--- config.mk ---
export PLATFORM = sky130hd
export DESIGN_NAME = serial_adder
export DESIGN_NICKNAME = d
export VERILOG_FILES = /design/src/rtl/serial_adder_pkg.sv /design/src/rtl/serial_adder_fa_cell.sv /design/src/rtl/serial_adder.sv
export SDC_FILE = /design/constraint.sdc
export NUM_CORES = 1
export LEC_CHECK = 0
export ABC_AREA = 1
export CORE_MARGIN = 3
export CORE_UTILIZATION = 61
export DETAILED_ROUTE_END_ITERATION = 10
export DONT_BUFFER_PORTS = 1
export GPL_TIMING_DRIVEN = 0
export PLACE_DENSITY = 0.77
export SLEW_MARGIN = 20
export SYNTH_ARGS = -nofsm -noshare
export SYNTH_HDL_FRONTEND = slang
export SYNTH_SLANG_ARGS = --single-unit
--- constraint.sdc ---
create_clock -name clk -period 1.3 [get_ports clk]
set_input_delay 0.195 -clock clk [delete_from_list [all_inputs] [get_ports clk]]
set_output_delay 0.195 -clock clk [all_outputs]
set_load 0.005 [all_outputs]
--- src/rtl/serial_adder_pkg.sv ---
// serial_adder_pkg: shared FSM encoding and default width for serial_adder
package serial_adder_pkg;
  localparam int WIDTH_DEF = 8;
  typedef enum logic [1:0] {IDLE, RUN, DONE} state_t;
endpackage

--- src/rtl/serial_adder_fa_cell.sv ---
// fa_cell: combinational 1-bit full adder
module fa_cell (
  input  logic a,
  input  logic b,
  input  logic ci,
  output logic s,
  output logic co
);
  always_comb begin
    s  = a ^ b ^ ci;
    co = (a & b) | (ci & (a ^ b));
  end
endmodule

--- src/rtl/serial_adder.sv ---
// serial_adder: bit-serial adder with valid/ready handshake; define SERIAL_ADDER_OVF_EN to add the ovf port
module serial_adder
  import serial_adder_pkg::*;
#(
  parameter int WIDTH = WIDTH_DEF
) (
  input  logic             clk,
  input  logic             rst_n,
  input  logic             in_valid,
  output logic             in_ready,
  input  logic [WIDTH-1:0] a,
  input  logic [WIDTH-1:0] b,
  input  logic             c_in,
  output logic             out_valid,
  input  logic             out_ready,
  output logic [WIDTH-1:0] sum,
  output logic             c_out,
`ifdef SERIAL_ADDER_OVF_EN
  output logic             ovf,
`endif
  output logic             busy
);
  localparam int CW = $clog2(WIDTH);
  state_t state, state_nxt;
  logic [WIDTH-1:0] sa, sb, sr;
  logic [CW-1:0] cnt;
  logic cy, s, co, last;
  assign last = cnt == CW'(WIDTH - 1);
  fa_cell u_fa (.a(sa[0]), .b(sb[0]), .ci(cy), .s(s), .co(co));
  always_ff @(posedge clk or negedge rst_n)
    if (!rst_n) state <= IDLE;
    else state <= state_nxt;
  always_comb
    state_nxt = state == IDLE ? (in_valid ? RUN : IDLE) :
                state == RUN  ? (last ? DONE : RUN) :
                                (out_ready ? IDLE : DONE);
  always_comb begin
    in_ready  = state == IDLE;
    out_valid = state == DONE;
    busy      = state != IDLE;
    sum       = sr;
    c_out     = cy;
  end
  // sum bits enter at the MSB so bit 0 lands in place after WIDTH shifts
  always_ff @(posedge clk or negedge rst_n)
    if (!rst_n) begin
      sa  <= '0;
      sb  <= '0;
      sr  <= '0;
      cy  <= 1'b0;
      cnt <= '0;
    end else if (state == IDLE && in_valid) begin
      sa  <= a;
      sb  <= b;
      cy  <= c_in;
      cnt <= '0;
    end else if (state == RUN) begin
      sa  <= sa >> 1;
      sb  <= sb >> 1;
      sr  <= {s, sr[WIDTH-1:1]};
      cy  <= co;
      cnt <= cnt + 1'b1;
    end
`ifdef SERIAL_ADDER_OVF_EN
  always_ff @(posedge clk or negedge rst_n)
    if (!rst_n) ovf <= 1'b0;
    else if (state == RUN && last) ovf <= cy ^ co;
`endif
endmodule
# [Yosys cells after proc, flatten, opt, wreduce, memory -nomap -nowiden]
# Cells that the tools add are included.
[word_totals] regBits=30 out_inout_bits=12 word_cells=34
[classes] addsub=1 n_eq_ne=3 mux=13 n_bitwise=6 n_reduce_logical=5
[op_table] cell="8-bit two-way mux" n=4
[op_table] cell="2-bit two-way mux" n=4
[op_table] cell="3-bit two-way mux" n=2
[op_table] cell="2-bit nonzero test" n=2
[op_table] cell="3-bit by 1-bit adder with 3-bit output (second input constant)" n=1
[op_table] cell="3-bit == test (second input constant)" n=1
[op_table] cell="1-bit two-way mux" n=3
[op_table] cell="1-bit bitwise AND" n=2
[op_table] cell="2-bit by 1-bit == test with 1-bit output (second input constant)" n=1
[op_table] cell="2-bit == test (second input constant)" n=1
[op_table] cell="2-bit logical NOT" n=1
[op_table] cell="2-bit AND reduction" n=1
[op_table] cell="1-bit bitwise XOR" n=2
[op_table] cell="1-bit logical AND" n=1
[op_table] cell="1-bit NOT" n=1
[op_table] cell="1-bit bitwise OR" n=1

# [Depth between registers and ports, before layout]
# Gate-level depths: netlist (run 1).
[logic_depth] word_depth=5 depth_mapped=6

# [By module]
# A second synthesis (run 1) with hierarchy kept.
[unflattened] hier_cells=185 area_unflattened_um2=1445.1
[by_module_without_submodules] module="serial_adder" instances=1 cells_per_inst=184 area_per_inst_um2=1425.1 seq_area_each_um2=750.7
[by_module_without_submodules] module="fa_cell" instances=1 cells_per_inst=1 area_per_inst_um2=20.0 seq_area_each_um2=0.0

# [Least setup slack after synthesis (run 1)]
# OpenSTA, ideal clock, no wires.
[synth_path] path_kind="reg2reg" from="register cy (netlist: c_out)" to="register sr[7] (netlist: sum[7])" setup_ns=0.126 arrival_time_ns=0.987 t_required_ns=1.174 path_slack_ns=0.187 path_stages_with_launch=4 path_buffers=0 period_less_slack_ns=1.113 path_cell_list="dfrtp_1 > fa_1 > nand2_1 > o21ai_0"
[synth_between] elab_chain_len=1
[synth_rtl] element="start: declaration" line_no="serial_adder.sv:27" source="logic cy, s, co, last;"
[synth_rtl] element="start signal: assignment" line_no="serial_adder.sv:55" source="cy <= c_in;"
[synth_rtl] element="start signal: assignment" line_no="serial_adder.sv:61" source="cy <= co;"
[synth_rtl] element="1-bit bitwise XOR" line_no="serial_adder_fa_cell.sv:10" source="s = a ^ b ^ ci;"
[synth_rtl] element="via s" line_no="serial_adder.sv:27"
[synth_rtl] element="end signal: assignment" line_no="serial_adder.sv:60" source="sr <= {s, sr[WIDTH-1:1]};"
[synth_rtl] element="end: declaration" line_no="serial_adder.sv:25" source="logic [WIDTH-1:0] sa, sb, sr;"
# The timed path passes the listed nets, and every way through them passes these cells.
# A chain may end at the register's enable or synchronous reset.

# [Worst setup path after layout (run 1)]
[layout_path] from="register state[0]" to="output port busy"
[layout_between] elab_chain_len=1
[layout_rtl] element="start: declaration" line_no="serial_adder.sv:24" source="state_t state, state_nxt;"
[layout_rtl] element="start signal: assignment" line_no="serial_adder.sv:32" source="else state <= state_nxt;"
[layout_rtl] element="2-bit nonzero test" line_no="serial_adder.sv:40" source="busy = state != IDLE;"
[layout_rtl] element="end: declaration" line_no="serial_adder.sv:21" source="output logic busy"
# No other way between the ends.

==> results.md, run 1 <==
Power and ir drop:
- The share of total power dissipated in the clock network is 0.168.
- The static power due to leakage is 0.9434 nW.
- The proportion of power drawn by combinational gates is 0.445.
- The cell area power density is 2475 nW/um^2.
- The share of total power in sequential cells is 0.386.
- Across the VDD grid, the largest voltage drop is 1.567 mV.
- The internal power is 0.002592 W.
- For this design the total switching power over the nets is 0.001709 W.
- The overall power of the completed layout is 0.004301 W.
- Of the total power, the share spent switching nets is 0.3974.

Place:
- The routability congestion estimate from global placement is 0.8325.
- Summed over all nets, the half-perimeter wirelength after detailed placement is 2035 um.
- Buffers placed on the I/O ports in this run total 0.

Setup path:
- The delay of the slowest cell on the worst path is 0.45 ns.
- For the worst flop-to-flop path, the logic depth is 6.
- The slowest stage of the critical path belongs to the cell sky130_fd_sc_hd__dfrtp_2.
- The data required time of the worst path is 1.11 ns.
- The number of buffer and inverter instances along the worst setup path is 3.
- The launch instance of the worst register-to-register path is state[0]$_DFF_PN0_.
- The kind of end point of the critical path is a primary output.
- The endpoint identified for the worst register-to-register timing path is sb[0]$_DFFE_PN0P_.
- By startpoint and endpoint, the worst setup path is classified as reg -> out.
- On the critical path the largest part of the delay comes from flip-flops.
- In this run the worst path has a maximum fanout of 5.
- The worst setup path is launched from a register.
- Walking the worst path, the cells encountered are nor2_4 -> buf_6 -> buf_8 -> inv_4.
- Setup slack on the worst reg-to-reg path comes out at 0.04 ns.
- Data arrives at the worst endpoint at 1.17 ns.

Logic synthesis:
- The synthesized area divided by synthesized cell count is 7.954 um^2.
- The post-synthesis sequential area ratio is 0.5186.
- Counting flops and latches in the post-synthesis netlist gives 30.
- After synthesis, the netlist uses 15 different library cells.
- During synthesis, Yosys emitted a total of 0 warnings.
- Summing every instance area after synthesis gives 1448 um^2.
- After technology mapping, the gate count stands at 182.
- Counting every net in the synthesized netlist gives 206.

Route:
- The post-route met1 wirelength is 1362 um.
- Once detail routing completed, the nets flagged for antenna violations numbered 0.
- The total via count in the routed design is 1298.
- The top routing layer in use is met4.
- The detailed router finished its first iteration with 41 violations.
- Dividing the detail-routed via count by the number of cells gives 5.668.
- The routed wirelength normalized by instance count is 15.17 um.
- The amount of wire on met3 after detailed routing is 260 um.
- After detailed routing, the number of remaining DRC violations is 0.
- Detailed routing placed a total of 1744 um of wire on met2.
- The routed design has 3475 um of wire.
- For this run, the detailed router's first-pass iteration total came to 4.

Die:
- The area of the placeable core is 2233 um^2.
- The total die area is 2994 um^2.
- The die is 54.72 um wide.
- The die is 54.72 um tall.
- The floorplan has 17 rows.
- The count of pins on the block boundary is 33.
- The effective utilization at floorplan is 0.6482.

Clock tree:
- TritonCTS built the clock tree.
- The H-tree was split into 2 levels.
- The tree built by TritonCTS fans out to 30 sinks.
- The clock reaches the later pin of the worst-skew pair after 0.33 ns.
- The clock passes through at most 2 buffers.
- In this run, CTS created clock tree buffers numbering 5.
- The clock-pin slew of the registers on the worst-case setup and hold paths is 0.10 ns.
- The clock root buffer is sky130_fd_sc_hd__clkbuf_4.

Timing:
- The worst path setup slack after routing is -0.06969 ns.
- The achievable clock frequency is 730.1 MHz.
- Setup repair after global routing could not meet its margin everywhere.
- Setup violations remaining at the end of the flow were counted as 3.
- The final max-slew violation count is 0.
- The number of failing hold endpoints at the final stage was 0.
- At the pin with the least slew margin, the transition time is 0.2181 ns.
- The shortest period the worst path allows is 1.370 ns.
- For the final database, setup skew stands at 0.009952 ns.
- The headroom to the max-slew limit is 0.8546.
- The ratio of final minimum period to clock period is 1.054.

Global route:
- Across every metal layer, demand over resource in global routing totals 0.2646.
- Entering global routing, the biggest net connects 31 pins.
- The number of global-route vias before repair is 1193.
- The number of antenna violations at the first check in global routing came to 0.
- The first global-routing pass estimated 5395 um of wire.
- The leftover overflow at the end of global routing is 0.

Worst hold path:
- The end point of the worst hold path is c_out$_DFFE_PN0P_.
- The tightest min-delay check is of the in -> reg type.
- The worst min-delay path startpoint is c_in.
- The worst hold path was traced through 2 stages.

Final layout:
- Relative to the synthesized area, the layout overhead comes to 20.05%.
- For this run, the share of the core covered by cells in the final layout is 0.7782.
- In the final layout, the share of cells above drive strength 1 is 0.1791.
- The number of antenna cells inserted is 0.
- For this run, the post-layout net count is 224.

Run status:
- The flow ran to the end, but the final reports show violations.
- The checks that failed: negative setup slack.

Flow run:
- The max capacitance violation total is 0.
## layer usage
metal / vias to the layer above / GRT usage
met5: - / 0
met4: 0 / 0.1701
met3: 11 / 0.07902
met2: 68 / 0.4075
met1: 610 / 0.3183
li1: 609 / -
## power groups by stage
stage	clock network, W	logic, W	registers [W]
floorplan	0	0.00114	0.00159
global placement	0	0.00136	0.00164
detailed placement	0	0.00144	0.00166
CTS	0.000730	0.00175	0.00165
global route	0.000786	0.00214	0.00172
finish	0.000725	0.00192	0.00166
## cell usage in the layout, fill, tap and decap left out
cell                             n
sky130_fd_sc_hd__inv_4           1
sky130_fd_sc_hd__buf_12          1
sky130_fd_sc_hd__inv_1          15
sky130_fd_sc_hd__dlygate4sd3_1   4
sky130_fd_sc_hd__dfrtp_1        29
sky130_fd_sc_hd__nand3_2         4
sky130_fd_sc_hd__clkbuf_4        7
sky130_fd_sc_hd__buf_6           2
sky130_fd_sc_hd__clkinv_2        2
sky130_fd_sc_hd__buf_2           4
sky130_fd_sc_hd__dfrtp_2         1
sky130_fd_sc_hd__bufbuf_16       1
sky130_fd_sc_hd__fa_1            1
sky130_fd_sc_hd__inv_2           2
sky130_fd_sc_hd__o21ai_0        11
sky130_fd_sc_hd__o21ai_1         1
sky130_fd_sc_hd__ha_1            2
sky130_fd_sc_hd__buf_4           7
sky130_fd_sc_hd__nand2_1        74
sky130_fd_sc_hd__buf_8           1
sky130_fd_sc_hd__nand3_1        28
sky130_fd_sc_hd__nor2_4          2
sky130_fd_sc_hd__bufinv_16       1
## flip-flops by register name (all words and copies together) (netlist names)
| signal | flops |
|---|---|
| c_out | 1 |
| cnt | 3 |
| sa | 8 |
| sb | 8 |
| state | 2 |
| sum | 8 |
## cell families (layout without fill, tap and decap cells)
logic type | Yosys count | in the layout | share of synthesized area
simple gates | 108 | 108 | 0.3163
flops | 30 | 30 | 0.5186
buf+inv | 29 | 48 | 0.09247
compound gates | 12 | 12 | 0.04148
fa+ha+maj | 3 | 3 | 0.03111
## synth_stat cells
master | n | area (um^2)
sky130_fd_sc_hd__buf_2 | 8 | 40.04
sky130_fd_sc_hd__dfrtp_1 | 30 | 750.7
sky130_fd_sc_hd__buf_6 | 1 | 11.26
sky130_fd_sc_hd__nor2_1 | 1 | 3.750
sky130_fd_sc_hd__nand3_2 | 2 | 20.02
sky130_fd_sc_hd__ha_1 | 2 | 25.02
sky130_fd_sc_hd__o21ai_1 | 1 | 5.000
sky130_fd_sc_hd__inv_1 | 17 | 63.81
sky130_fd_sc_hd__inv_2 | 1 | 3.750
sky130_fd_sc_hd__o21ai_0 | 11 | 55.05
sky130_fd_sc_hd__nand2_1 | 74 | 277.8
sky130_fd_sc_hd__fa_1 | 1 | 20.02
sky130_fd_sc_hd__buf_4 | 2 | 15.01
sky130_fd_sc_hd__nand3_1 | 30 | 150.1
sky130_fd_sc_hd__nor2_2 | 1 | 6.260
## layout make-up
class	instances	area, um^2
Sequential cell	30	752.0
Multi-Input combinational cell	123	585.6
Fill cell	153	495.5
Timing Repair Buffer	11	133.9
Buffer	11	83.83
Inverter	18	70.07
Clock inverter	3	40.04
Clock buffer	5	37.54
Tap cell	28	35.03
## worst max-delay path by stage
stage / start / to / slack [ns] / cells after the start
after global routing: state[0]$_DFF_PN0_ / busy / -0.13 / 4
after floorplan: c_out$_DFFE_PN0P_ / sum[7]$_DFFE_PN0P_ / 0.19 / 3
final: state[0]$_DFF_PN0_ / busy / -0.07 / 4
after CTS: state[0]$_DFF_PN0_ / busy / -0.07 / 4
after detailed placement: state[0]$_DFF_PN0_ / sa[1]$_DFFE_PN0P_ / 0.12 / 6
after global placement: state[0]$_DFF_PN0_ / sa[2]$_DFFE_PN0P_ / 0.1 / 6
## stage by stage
| step | setup TNS (ns) | hold WS [ns] | cells | setup WS (ns) | cell area [um^2] |
|---|---|---|---|---|---|
| 6_report | -0.1171 | 0.01424 | 229 | -0.06969 | 1738 |
| 5_1_grt | -0.3967 | 0.005830 | 229 | -0.1257 | 1738 |
| 4_1_cts | -0.1158 | 0.02790 | 228 | -0.06781 | 1704 |
| 3_5_place_dp | 0 | -0.09997 | 210 | 0.1150 | 1483 |
| 3_3_place_gp | 0 | -0.09994 | 210 | 0.09733 | 1483 |
| 2_1_floorplan | 0 | -0.1006 | 182 | 0.1870 | 1448 |
## what timing repair did
item,4_1_cts,5_1_grt
endpoints found under the setup margin,3,18
hold buffers,5,0
setup buffers,4,0
gates resized for setup,9,9
endpoints found under the hold margin,33,0
pin swaps,1,5
cloned,1,1
(Power assumes the default switching activity.)
==> inputs of run 2 (changes only) <==
Settings changed: CORE_UTILIZATION 61 to 65, PLACE_DENSITY 0.77 to 0.81.
Clock period 1.3 ns to 1.6 ns, I/O delays scaled along.
==> results.md, run 2 (same netlist as run 1, synthesis figures left out) <==
Run status:
- The flow ran to the end, and the final reports show no timing, DRC or antenna violations.

Place:
- The worst setup slack after placement is 0.3959 ns (+0.2809 ns).
- The count of port buffers added during placement was 0 (unchanged).
- The half-perimeter wire length after detailed placement is 2153 um (+5.8%).
- The routability congestion estimate from global placement is 0.8165 (-1.9%).
- The placed instance count is 209 (-0.48%).

Die:
- The count of pins on the block boundary came to 33 (unchanged).
- The area of the placeable core was 2042 um^2 (-8.6%).
- The effective utilization at floorplan is 0.7089 (+0.06077).
- The floorplan die width is 53.19 um (-2.8%).
- The site row count is 16 (-1).
- The vertical extent of the die is 53.19 um (-2.8%).
- The total die area came to 2829 um^2 (-5.5%).

Global route:
- The pin count of the biggest net entering global routing came to 31 (unchanged).
- The number of antenna violations at the first check in global routing came to 0 (unchanged).
- The overall fraction of global-route tracks in use is 0.2731 (+0.008418).
- The leftover overflow at the end of global routing is 0 (unchanged).
- The number of global-route vias before repair is 1225 (+2.7%).
- The wire length of the first global-routing pass is 5299 um (-1.8%).

Setup path:
- The most numerous cell type found on the critical path is sky130_fd_sc_hd__buf_6.
- The end of the worst register-to-register path is sum[7]$_DFFE_PN0P_.
- The slowest stage of the critical path belongs to the cell sky130_fd_sc_hd__dfrtp_2.
- The worst endpoint data arrival time is 1.28 ns (+0.11 ns).
- The maximum fanout along the worst path was 10 (+5).
- The delay of the slowest cell on the worst path is 0.43 ns (-0.02 ns).
- The number of buffer and inverter instances along the worst setup path is 3 (unchanged).
- The data required time of the worst path is 1.36 ns (+0.25 ns).
- The kind of critical path is reg -> out.
- The worst setup slack for register-to-register paths is 0.41 ns (+0.37 ns).
- The critical path goes through nor2_2 -> buf_6 -> buf_6 -> inv_1.
- Tracing the worst setup path back leads to its startpoint at state[0]$_DFF_PN0_.
- The path depth of the worst reg2reg path is 3 (-3).
- STA classifies the critical path endpoint as a primary output.
- The worst setup path is launched from a register.
- In this run the critical register-to-register path is launched from c_out$_DFFE_PN0P_.
- In this design, the largest share of critical-path delay is due to flip-flops.

Timing:
- The final max-slew violation count came to 0 (unchanged).
- Timing would allow up to 659.7 MHz.
- The accumulated negative setup slack was 0 ns (+0.1171 ns).
- Setup repair after global routing left no endpoint under its margin.
- The headroom to the max-slew limit is 0.8616 (+0.007024).
- The setup skew after layout is 0.005653 ns (-0.004299 ns).
- The worst path setup slack after routing is 0.08404 ns (+0.1537 ns).
- Counting I/O delays and the setup requirement, the final critical path takes 1.516 ns.
- The slew of the pin with the lowest slew margin is 0.2076 ns (-0.01054 ns).
- The number of failing hold endpoints at the final stage is 0 (unchanged).
- The total of endpoints with negative setup slack in the final report was 0 (-3).
- Dividing the final minimum period by the clock period gives 0.9475.

Clock tree:
- The total clock sinks is 30 (unchanged).
- The clock-pin slew of the registers on the worst-case setup and hold paths is 0.09 ns (about the same).
- The maximum clock path buffer count is 2 (unchanged).
- TritonCTS built the clock tree.
- The clock latency on the worst-skew pair is 0.33 ns (about the same).
- The clock root buffer is sky130_fd_sc_hd__clkbuf_4.
- The maximum level of the CTS H-tree is 2 (unchanged).
- The CTS buffer count is 5 (unchanged).

Route:
- The remaining number of nets flagged by the antenna check after routing is 0 (unchanged).
- The DRC violation count after routing was 0 (unchanged).
- The final routed wirelength across all metal layers came to 3062 um (-12%).
- The iteration-0 DRC count of the detailed router came to 44 (+7.3%).
- The total via count in the routed design is 1234 (-4.9%).
- The routed via count divided by cell count was 5.584 (-1.5%).
- The number of search-and-repair iterations in the first detailed-routing pass is 4 (unchanged).
- The routed wirelength normalized by instance count is 13.86 um (-8.7%).

Worst hold path:
- The worst hold path terminates at sb[7]$_DFFE_PN0P_.
- The worst min-delay path startpoint is b[7].
- The tightest min-delay check is of the in -> reg type.
- The count of cells along the worst hold path is 2 (unchanged).

Final layout:
- Leaving out fill and tap cells, the most frequent cell in the layout is sky130_fd_sc_hd__nand2_1.
- The number of antenna cells inserted came to 0 (unchanged).
- The count of placed standard cells in the final layout, fillers left out is 221 (-3.5%).
- The layout net count is 217 (-3.1%).
- The top cell types in the final layout, fill and taps aside, are 74 x sky130_fd_sc_hd__nand2_1, 30 x sky130_fd_sc_hd__nand3_1, 29 x sky130_fd_sc_hd__dfrtp_1.
- The utilization of the core after routing is 0.7806 (+0.002486).
- The signed area change from the synthesized netlist to the final layout is 10.11%.
- The share of post-route cells with drive strength above 1 was 0.1289 (-0.05024).

Power and ir drop:
- The worst IR drop on VDD is 1.343 mV (-14%).
- The static power due to leakage came to 0.8752 nW (-7.2%).
- The relative contribution of the clock network to total power was 0.152 (-0.016).
- The cell area power density is 1901 nW/um^2 (-23%).
- The proportion of power drawn by combinational gates came to 0.409 (-0.036).
- The switching fraction of total power was 0.4092 (+0.01183).
- The net switching component of the power is 0.001240 W (-27%).
- The share of total power in sequential cells is 0.438 (+0.052).
- The internal power is 0.001791 W (-31%).

Flow run:
- The max capacitance violation total was 0 (unchanged).
==> run 2: layout make-up <==
cell class / instances / area [um^2]
multi-input cells: 123 / 563.0
well taps: 27 / 33.78
flip-flops and latches: 30 / 752.0
plain buffers: 11 / 70.07
repair buffers: 4 / 47.55
clock buffers: 7 / 55.05
inverters: 18 / 67.56
fillers: 155 / 447.9
clock inverters: 1 / 5.005
==> run 2: repair_timing <==
item	in CTS	in global routing
setup buffers	0	1
hold endpoints to repair	31	0
hold buffers	3	0
setup endpoints to repair	0	1
gates resized for setup	0	2
==> run 2: worst max path at each step <==
stage	end	slack, ns	cells past startpoint
global route	busy	0.02	4
detailed placement	busy	0.40	4
finish	busy	0.08	4
global placement	busy	0.43	4
floorplan	sum[7]$_DFFE_PN0P_	0.49	3
CTS	busy	0.03	4
==> run 2: power by group through the flow <==
stage / clock network [W] / logic (W) / registers, W
5_1_grt: 0.000511 / 0.00145 / 0.00138
3_3_place_gp: 0 / 0.00110 / 0.00134
3_5_place_dp: 0 / 0.00117 / 0.00135
2_1_floorplan: 0 / 0.000929 / 0.00129
6_report: 0.000462 / 0.00124 / 0.00133
4_1_cts: 0.000477 / 0.00121 / 0.00134
==> run 2: metal layers <==
metal / vias up / share of wire / track usage
li1: 591 / - / -
met1: 579 / 0.39 / 0.3186
met2: 59 / 0.50 / 0.4318
met3: 5 / 0.096 / 0.1070
met4: 0 / 0.016 / 0.1404
met5: - / 0 / 0
==> run 2: metrics by stage <==
stage	total power, W	hold WS [ns]	instance area, um^2
6_report	0.003031	0.04930	1594
5_1_grt	0.003335	0.04575	1594
4_1_cts	0.003022	0.03494	1582
3_5_place_dp	0.002522	-0.05495	1481
3_3_place_gp	0.002436	-0.05497	1481
2_1_floorplan	0.002220	-0.05559	1448
